--- src/rtl/shift_register_pkg.sv ---
// rtl/shift_register_pkg.sv - shared state encoding and counter sizing for the shift register controller
package shift_register_pkg;

  localparam logic [0:0] IDLE  = 1'b0;
  localparam logic [0:0] SHIFT = 1'b1;

  // Counter width that still gives one bit when the count range collapses to a single value.
  function automatic int cnt_width(input int n);
    return (n > 1) ? $clog2(n) : 1;
  endfunction

endpackage

--- src/rtl/piso_stream_ctrl_if.sv ---
// rtl/piso_stream_ctrl_if.sv - word stream in, shift register control out
interface piso_stream_ctrl_if #(
  parameter int WIDTH = 8
);

  logic [WIDTH-1:0] data_i;
  logic             valid_i;
  logic             ready_o;
  logic             set_o;
  logic [WIDTH-1:0] value_o;
  logic             advance_o;
  logic             busy_o;
  logic             done_o;

  modport master (
    output data_i, valid_i,
    input  ready_o, set_o, value_o, advance_o, busy_o, done_o
  );

  modport slave (
    input  data_i, valid_i,
    output ready_o, set_o, value_o, advance_o, busy_o, done_o
  );

endinterface

--- src/rtl/bit_tick_divider.sv ---
// rtl/bit_tick_divider.sv - counts clocks within one serial bit and flags the last one
module bit_tick_divider
  import shift_register_pkg::*;
#(
  parameter int CLKS_PER_BIT = 4
) (
  input  logic clk_i,
  input  logic rst_ni,
  input  logic en_i,
  input  logic clear_i,
  output logic last_cyc_o
);

  localparam int              CW   = cnt_width(CLKS_PER_BIT);
  localparam logic [CW-1:0]   LAST = CW'(CLKS_PER_BIT - 1);

  logic [CW-1:0] div_cnt_q;
  logic [CW-1:0] div_cnt_d;

  assign last_cyc_o = (div_cnt_q == LAST);

  always_comb begin
    div_cnt_d = div_cnt_q;
    if (clear_i) begin
      div_cnt_d = '0;
    end else if (en_i) begin
      div_cnt_d = last_cyc_o ? '0 : div_cnt_q + 1'b1;
    end
  end

  always_ff @(posedge clk_i or negedge rst_ni) begin
    if (!rst_ni) begin
      div_cnt_q <= '0;
    end else begin
      div_cnt_q <= div_cnt_d;
    end
  end

endmodule

--- src/rtl/piso_stream_ctrl.sv ---
// rtl/piso_stream_ctrl.sv - paces a PISO shift register from a valid/ready word stream, LSB first
module piso_stream_ctrl
  import shift_register_pkg::*;
#(
  parameter int WIDTH        = 8,
  parameter int CLKS_PER_BIT = 4
) (
  input  logic                clk_i,
  input  logic                rst_ni,
  piso_stream_ctrl_if.slave   bus
);

  localparam int            BW       = cnt_width(WIDTH);
  localparam logic [BW-1:0] LAST_BIT = BW'(WIDTH - 1);

  logic [0:0]    state_q;
  logic [0:0]    state_d;
  logic [BW-1:0] bit_cnt_q;
  logic [BW-1:0] bit_cnt_d;

  logic in_shift;
  logic last_cyc;
  logic last_bit;
  logic frame_end;
  logic ready;
  logic accept;

  bit_tick_divider #(
    .CLKS_PER_BIT (CLKS_PER_BIT)
  ) u_div (
    .clk_i      (clk_i),
    .rst_ni     (rst_ni),
    .en_i       (in_shift),
    .clear_i    (accept),
    .last_cyc_o (last_cyc)
  );

  assign in_shift  = (state_q == SHIFT);
  assign last_bit  = (bit_cnt_q == LAST_BIT);
  assign frame_end = in_shift && last_cyc && last_bit;
  // The final cycle of a frame doubles as the load slot for the next word.
  assign ready     = !in_shift || frame_end;
  assign accept    = bus.valid_i && ready;

  assign bus.ready_o   = ready;
  assign bus.set_o     = accept;
  assign bus.value_o   = bus.data_i;
  assign bus.advance_o = in_shift && last_cyc && !last_bit;
  assign bus.busy_o    = in_shift;
  assign bus.done_o    = frame_end;

  always_comb begin
    state_d   = state_q;
    bit_cnt_d = bit_cnt_q;
    if (accept) begin
      state_d   = SHIFT;
      bit_cnt_d = '0;
    end else if (frame_end) begin
      state_d   = IDLE;
      bit_cnt_d = '0;
    end else if (in_shift && last_cyc) begin
      bit_cnt_d = bit_cnt_q + 1'b1;
    end
  end

  always_ff @(posedge clk_i or negedge rst_ni) begin
    if (!rst_ni) begin
      state_q   <= IDLE;
      bit_cnt_q <= '0;
    end else begin
      state_q   <= state_d;
      bit_cnt_q <= bit_cnt_d;
    end
  end

endmodule

--- src/flat_wrapper.sv ---
// flat-port wrapper written by rule: the top's interface ports become plain ports
module piso_stream_ctrl_flat import shift_register_pkg::*;
#(
  parameter int WIDTH        = 8,
  parameter int CLKS_PER_BIT = 4
)
  (clk_i, rst_ni, bus_data_i, bus_valid_i, bus_ready_o, bus_set_o, bus_value_o, bus_advance_o, bus_busy_o, bus_done_o);
  piso_stream_ctrl_if #(.WIDTH(WIDTH)) bus_i ();
  input  logic clk_i;
  input  logic rst_ni;
  input wire logic [$bits(bus_i.data_i)-1:0] bus_data_i;
  input wire logic [$bits(bus_i.valid_i)-1:0] bus_valid_i;
  output wire logic [$bits(bus_i.ready_o)-1:0] bus_ready_o;
  output wire logic [$bits(bus_i.set_o)-1:0] bus_set_o;
  output wire logic [$bits(bus_i.value_o)-1:0] bus_value_o;
  output wire logic [$bits(bus_i.advance_o)-1:0] bus_advance_o;
  output wire logic [$bits(bus_i.busy_o)-1:0] bus_busy_o;
  output wire logic [$bits(bus_i.done_o)-1:0] bus_done_o;
  assign bus_i.data_i = bus_data_i;
  assign bus_i.valid_i = bus_valid_i;
  assign bus_ready_o = bus_i.ready_o;
  assign bus_set_o = bus_i.set_o;
  assign bus_value_o = bus_i.value_o;
  assign bus_advance_o = bus_i.advance_o;
  assign bus_busy_o = bus_i.busy_o;
  assign bus_done_o = bus_i.done_o;
  piso_stream_ctrl #(.WIDTH(WIDTH), .CLKS_PER_BIT(CLKS_PER_BIT)) u_core (.clk_i(clk_i), .rst_ni(rst_ni), .bus(bus_i));
endmodule
--- config.mk ---
export PLATFORM = sky130hd
export DESIGN_NAME = piso_stream_ctrl_flat
export DESIGN_NICKNAME = d
export VERILOG_FILES = /design/src/rtl/shift_register_pkg.sv /design/src/rtl/piso_stream_ctrl_if.sv /design/src/rtl/bit_tick_divider.sv /design/src/rtl/piso_stream_ctrl.sv /design/src/flat_wrapper.sv
export SDC_FILE = /design/constraint.sdc
export NUM_CORES = 1
export LEC_CHECK = 0
export CORE_AREA = 8 8 45 47
export DETAILED_ROUTE_END_ITERATION = 10
export DIE_AREA = 0 0 53 55
export GPL_TIMING_DRIVEN = 0
export PLACE_DENSITY = 0.66
export SETUP_SLACK_MARGIN = 0.2
export SLEW_MARGIN = 5
export SYNTH_ARGS = -nofsm -noshare
export SYNTH_HDL_FRONTEND = slang
export SYNTH_HIERARCHICAL = 1
export SYNTH_SLANG_ARGS = --single-unit
--- constraint.sdc ---
create_clock -name clk_i -period 3.9 [get_ports clk_i]
set_input_delay 0.78 -clock clk_i [delete_from_list [all_inputs] [get_ports clk_i]]
set_output_delay 0.78 -clock clk_i [all_outputs]
set_load 0.01 [all_outputs]
[Word-level counts from Yosys, hierarchy flattened]
Cells that the tools add are included.
Word-level totals
  output and inout bits: 13
  bits in registers: 6
  bits of input ports: 11
  logic and storage cells: 25
Cells by class
  equality and inequality tests: 2
  reduce and logical (&&, ||, !) cells: 10
  muxes and demuxes: 8
  add/subtract/negate cells: 2
Operators by type and width (number)
  $mux 3: 3
  $mux 2: 3
  $logic_and 1x1->1: 4
  $reduce_bool 2->1: 2
  $add 3x1->3 const B: 1
  $eq 3x3->1 const B: 1
  $reduce_bool 3->1: 1
  $add 2x1->2 const B: 1
  $eq 2x2->1 const B: 1
  $logic_not 1->1: 2
  $mux 1: 2
  $logic_or 1x1->1: 1

[Logic depth before layout (Yosys ltp)]
Gate-level depths: netlist of the first run.
  word-level depth: 6
  mapped depth: 6
  mapped depth without buffers: 6

[Modules after synthesis]
The synthesis of the first run kept the hierarchy.
By module, submodules not included
  piso_stream_ctrl: cells each 33, sequential area each 100.1 um2, area each 294.0 um2, instances 1
  bit_tick_divider: cells each 8, sequential area each 50.0 um2, area each 100.1 um2, instances 1

[Worst setup path before layout of the first run]
No wires, ideal clock.
  path type: register to output
  from: register u_core.bit_cnt_q[0]
  to: output port bus_set_o
  stages on the path, launching flop included: 6
  slack: 1.955 ns
  path buffers: 0
  arrival: 1.165 ns
  required time: 3.120 ns
  path through: dfrtp_1 -> ha_1 -> ha_1 -> nand2_1 -> nand2_2 -> and2_1
Between the ends
  word-level cells in the longest chain between the ends: 4
Ends and longest elaborated chain
  start, declared: RTL line piso_stream_ctrl.sv:18  | logic [BW-1:0] bit_cnt_q;
  start signal, assigned: RTL line piso_stream_ctrl.sv:72  | bit_cnt_q <= bit_cnt_d;
  $eq 3x3->1: RTL line piso_stream_ctrl.sv:39  | assign last_bit = (bit_cnt_q == LAST_BIT);
  $logic_and 1x1->1: RTL line piso_stream_ctrl.sv:40  | assign frame_end = in_shift && last_cyc && last_bit;
  $logic_or 1x1->1: RTL line piso_stream_ctrl.sv:42  | assign ready = !in_shift || frame_end;
  via bus_ready_o: RTL line flat_wrapper.sv:13  | output wire logic [$bits(bus_i.ready_o)-1:0] bus_ready_o;
  $logic_and 1x1->1: RTL line piso_stream_ctrl.sv:43  | assign accept = bus.valid_i && ready;
  end, declared: RTL line flat_wrapper.sv:14  | output wire logic [$bits(bus_i.set_o)-1:0] bus_set_o;
The timed path passes the listed nets, and every way through them passes these cells.

[Worst setup path in the final report of the first run]
  from: input port bus_valid_i
  to: output port bus_set_o
Between the ends
  word-level cells in the longest chain between the ends: 1
Ends and longest elaborated chain
  start, declared: RTL line flat_wrapper.sv:12  | input wire logic [$bits(bus_i.valid_i)-1:0] bus_valid_i;
  $logic_and 1x1->1: RTL line piso_stream_ctrl.sv:43
Every way passes these cells.

==> metrics.cfg, run 1 <==
[run_status]
status = finished clean

[drt]
post_drt_wl_per_cell_um = 11.75
avgViaCountPerCell = 4.400
drt_wl_total_um = 881
ant_nets = 0
drtIter0Drc = 6
vias = 330
dr.pass1.iters = 4
drcViolationCount = 0

[grt]
antenna_found_initial = 0
grt_max_degree = 11
globalRouteTotalUtil = 0.06637
grt_pass1_vias = 345
grt_overflow = 0
grt_pass1_wl_mm = 1.462

[finish]
diodes = 0
drive_gt1_frac = 0.2542
instances_no_fill = 75
nets = 75
design_area_sq_um = 586.8
fillers = 155
syn2layout_area_growth_pct = 48.89
final_util = 0.4241

[critical_path]
cp_common_cell = clkdlybuf4s50_1
crit_path_top_delay_cell = clkdlybuf4s50_1
start_kind = input pin
cp_data_required_time_ps = 3120
slowest_delay_ps = 560
rr_worst_depth = 6
critPathTopFamily = buffers and inverters
path_class = in -> out
cp_num_buf_inv = 2
critPathArrivalTime_ps = 2050
critical_path_cell_count = 3
critPathMaxFanout = 4
crit_path_end_kind = primary output
crit_chain = clkdlybuf4s50_1 -> and2_1 -> clkdlybuf4s50_1

[placement]
dp_slack_ps = 1064
dp_hpwl_um = 732.2
gp_congestion = 0.7026
dpl_cell_area_sq_um = 564.3
portBuffers = 15
dp_cells = 72

[flow_run]
drv_cap = 0

[power_and_ir_drop]
static-leakage-power_nw = 0.2823
peakVddDrop_uv = 222.2
powerDensity_nw_per_um2 = 513.2
p_total_mw = 0.3012

[timing]
rsz0062_at_grt = false
setup_ws_ps = 1068
whs_ps = 504.3
skew_ps = 3.564
period_share = 0.7263
hold_violations = 0
finalSetupViolations = 0
slew_violations = 0
min_period_ps = 2832
finalSetupTns_ps = 0
fmax_mhz = 353.1
relSlewSlack = 0.7858
tightestPinTransition_ps = 321.3

[cts]
cts_buffers = 3
ctsResizeCount = 0
cts_tree = done
cts_root_buf = clkbuf_4
hold_buffers = 0
cts_setup_buffers = 0
htreeDepth = 1
clk-insertion-delay-late_ps = 240
clock_path_buffers = 2
clock_sinks = 6
cts.clk_slew.worst_paths_ps = 50

[synth]
syn-num-nets = 55
yosys_warnings = 6
syn_area_sq_um = 394.1
synth-seq-cells = 6
yosysUniqueCellTypes = 16
synth_cells = 41
syn_area_per_cell_sq_um = 9.613
ys_seq_area_frac = 0.3810

[floorplan]
dieArea_sq_um = 2915
die_w_um = 53
initial_core_util = 0.2848
dieHeight_um = 55
core_sq_um = 1384
num_io_pins = 24
num_rows = 14

[worst_hold_path]
whs_path_depth = 2
min_path_type = reg -> reg

[state kept, by name, indices dropped and copies added (netlist names)]
signal,flops
u_core/bus.busy_o,1
u_core/bit_cnt_q,3
u_core/u_div/div_cnt_q,2
[cell families (layout without fill, tap and decap cells)]
family,after synthesis,count (layout),share of synthesized area
AOI/OAI and AO/OA,6,6,0.08571
buffers and inverters,8,26,0.1524
muxes,1,1,0.02540
DFF,6,6,0.3809
adders and majority gates,3,3,0.09525
and+or+nand+nor,17,17,0.2603
[power by group]
group / internal, mW / total [mW] / switching, mW
Combinational: 0.0746 / 0.140 / 0.0656
Sequential: 0.0891 / 0.105 / 0.0159
Clock: 0.0347 / 0.0559 / 0.0211
[path summary, 6_finish.rpt]
check | start | to | slack, ps
max | bus_valid_i | bus_set_o | 1070
min | u_core/bit_cnt_q[1] | u_core/bit_cnt_q[1] | 500
max reg2reg | u_core/bit_cnt_q[0] | u_core/u_div/div_cnt_q[0] | 2520
min reg2reg | u_core/bit_cnt_q[1] | u_core/bit_cnt_q[1] | 500
max in group asynchronous | rst_ni | u_core/u_div/div_cnt_q[1] | 2890
min in group asynchronous | rst_ni | u_core/bit_cnt_q[1] | 790
[worst register-to-register path, cell delays in order (launching register included)]
cell	delay, ps
dfrtp_1	390
ha_1	210
ha_1	240
nand2_1	100
nand2_2	60
and2_1	210
a21oi_2	100
[cell usage after synthesis]
cell,number,area share
buf_4,8,0.15
dfrtp_1,6,0.38
nand2_1,5,0.048
ha_1,3,0.095
nand2b_1,3,0.048
nor2_1,3,0.029
o21ai_0,3,0.038
o21ai_1,2,0.025
a21oi_2,1,0.022
and2_1,1,0.016
and3_2,1,0.019
mux2i_1,1,0.025
nand2_2,1,0.016
nand4bb_1,1,0.029
nor2b_4,1,0.035
or3b_1,1,0.022
[cell type report]
type | instances | area, sq um | area share
buffer | 8 | 60.06 | 0.1023
clock buffer | 3 | 22.52 | 0.03838
multi-input combinational | 27 | 183.9 | 0.3134
sequential | 6 | 150.1 | 0.2559
tap | 16 | 20.02 | 0.03412
timing repair buffer | 15 | 150.1 | 0.2559
[cells in the final DEF (no fill, tap or decap)]
cell type | netlist | layout
nand2_2 | 1 | 1
dfrtp_1 | 6 | 6
ha_1 | 3 | 3
and2_1 | 1 | 1
nand4bb_1 | 1 | 1
buf_4 | 8 | 8
nand2b_1 | 3 | 3
mux2i_1 | 1 | 1
clkbuf_4 | 0 | 3
or3b_1 | 1 | 1
nand2_1 | 5 | 5
clkdlybuf4s50_1 | 0 | 15
o21ai_1 | 2 | 2
a21oi_2 | 1 | 1
nor2b_4 | 1 | 1
and3_2 | 1 | 1
nor2_1 | 3 | 3
o21ai_0 | 3 | 3
[per-layer routing]
metal	track usage	wire length, um
met5	0	0
met4	0.02586	0
met3	0.04278	115
met2	0.1094	418
met1	0.06605	348
(Power assumes the default switching activity.)
==> inputs of run 2 (changes only) <==
Settings changed: PLACE_DENSITY 0.66 to 0.69.
Clock period 3.9 ns to 2.6 ns, I/O delays scaled along.
==> run 2 against run 1 <==
Global-route usage increased by 0.22 points. Wire length increased by 6.2%. Die area unchanged. Combinational power increased by 51%. Clock power increased by 57%. Critical endpoint is now bus_done_o. Non-clock buffer count unchanged.
==> metrics.cfg, run 2 (synthesis gave the netlist of run 1 again) <==
[run_status]
status = finished clean

[cts]
cts.clk_slew.worst_paths_ps = 50
clock_path_buffers = 2
cts_tree = done
cts_root_buf = clkbuf_4
hold_buffers = 0
cts_setup_buffers = 0
clock_sinks = 6
cts_buffers = 3
htreeDepth = 1
clk-insertion-delay-late_ps = 240

[drt]
post_drt_wl_per_cell_um = 12.48
avgViaCountPerCell = 4.347
drcViolationCount = 0
drtIter0Drc = 1
ant_nets = 0
drt_wl_total_um = 936
vias = 326
dr.pass1.iters = 2

[power_and_ir_drop]
static-leakage-power_nw = 0.2871
p_total_mw = 0.4592
peakVddDrop_uv = 404.1
powerDensity_nw_per_um2 = 784.3

[floorplan]
dieHeight_um = 55
die_w_um = 53
core_sq_um = 1384
initial_core_util = 0.2848
num_rows = 14
dieArea_sq_um = 2915
num_io_pins = 24

[timing]
finalSetupTns_ps = 0
skew_ps = 1.227
rsz0062_at_grt = false
relSlewSlack = 0.7974
hold_violations = 0
period_share = 0.8891
tightestPinTransition_ps = 303.9
finalSetupViolations = 0
min_period_ps = 2312
fmax_mhz = 432.6
slew_violations = 0

[finish]
largest_reg_flops = 3
fillers = 143
layout_common_cells = clkdlybuf4s50_1, buf_4, dfrtp_1, nand2_1
syn2layout_area_growth_pct = 48.57
multi_input_area_sq_um = 183.9
diodes = 0
design_area_sq_um = 585.6
largest-register = u_core/bit_cnt_q
drive_gt1_frac = 0.2542
regArea_sq_um = 150.1
mostFrequentLayoutCell = clkdlybuf4s50_1
nets = 75

[grt]
antenna_found_initial = 0
grt_pass1_vias = 344
grt_overflow = 0
globalRouteTotalUtil = 0.06853
grt_pass1_wl_mm = 1.352
grt_max_degree = 11

[critical_path]
slowest_delay_ps = 470
cp_common_cell = ha_1
cp_data_required_time_ps = 2080
crit_chain = ha_1 -> ha_1 -> and3_2 -> clkdlybuf4s50_1
critPathArrivalTime_ps = 1790
path_class = reg -> out
crit_path_end_kind = primary output
crit_path_top_delay_cell = clkdlybuf4s50_1
critPathMaxFanout = 6
start_kind = flip-flop

[placement]
dp_hpwl_um = 768.6
gp_congestion = 0.7217
dpl_cell_area_sq_um = 564.3
portBuffers = 15

[flow_run]
drv_cap = 0

[worst_hold_path]
min_path_type = reg -> reg

==> run 2: final cells by class <==
class	instances	share of cell area
plain buffers	8	0.1026
clock buffers	3	0.03846
well taps	16	0.03419
multi-input cells	27	0.3141
repair buffers	15	0.2543
flip-flops and latches	6	0.2564
==> run 2: report_power, final <==
| part | internal [mW] | switching, mW |
|---|---|---|
| logic | 0.112 | 0.100 |
| registers | 0.134 | 0.0260 |
| clock network | 0.0523 | 0.0354 |
| total | 0.298 | 0.161 |
==> run 2: metrics by stage <==
step	std cells	utilization	hold slack [ps]	worst slack, ps
after global routing	75	0.4231	530.8	208.7
after floorplan	41	-	224.4	914.8
final	75	0.4231	498.6	288.4
after CTS	75	0.4231	499.2	270.4
after detailed placement	72	0.4078	488.8	292.8
after global placement	72	0.4078	478.5	271.6
==> run 2: worst paths after layout <==
path	from	end	slack (ps)	cells past startpoint
max in group asynchronous	rst_ni	u_core/bit_cnt_q[2]	1870	1
min in group asynchronous	rst_ni	u_core/bus.busy_o	520	1
max reg2reg	u_core/bit_cnt_q[0]	u_core/u_div/div_cnt_q[1]	1180	6
min reg2reg	u_core/bit_cnt_q[2]	u_core/bit_cnt_q[2]	500	2
max	u_core/bit_cnt_q[0]	bus_done_o	290	4
min	u_core/bit_cnt_q[2]	u_core/bit_cnt_q[2]	500	2
==> run 2: per-layer routing <==
layer  GRT usage  vias to the layer above  share of wire
met4     0.07759                        0         0.0085
met1     0.05982                      148           0.39
met5           0                        -              0
met3     0.03209                        2          0.069
li1            -                      167              -
met2      0.1094                        9           0.53
==> run 2: repair_timing <==
action	4_1_cts	5_1_grt
hold endpoints to repair	0	0
gates resized for setup	1	0
endpoints found under the setup margin	1	0
==> run 2: critical path: cells and delay by family (launching register included) <==
family	cells	cell delay, ps
flops	1	390
fa+ha+maj	2	450
buf+inv	1	470
simple gates	1	230
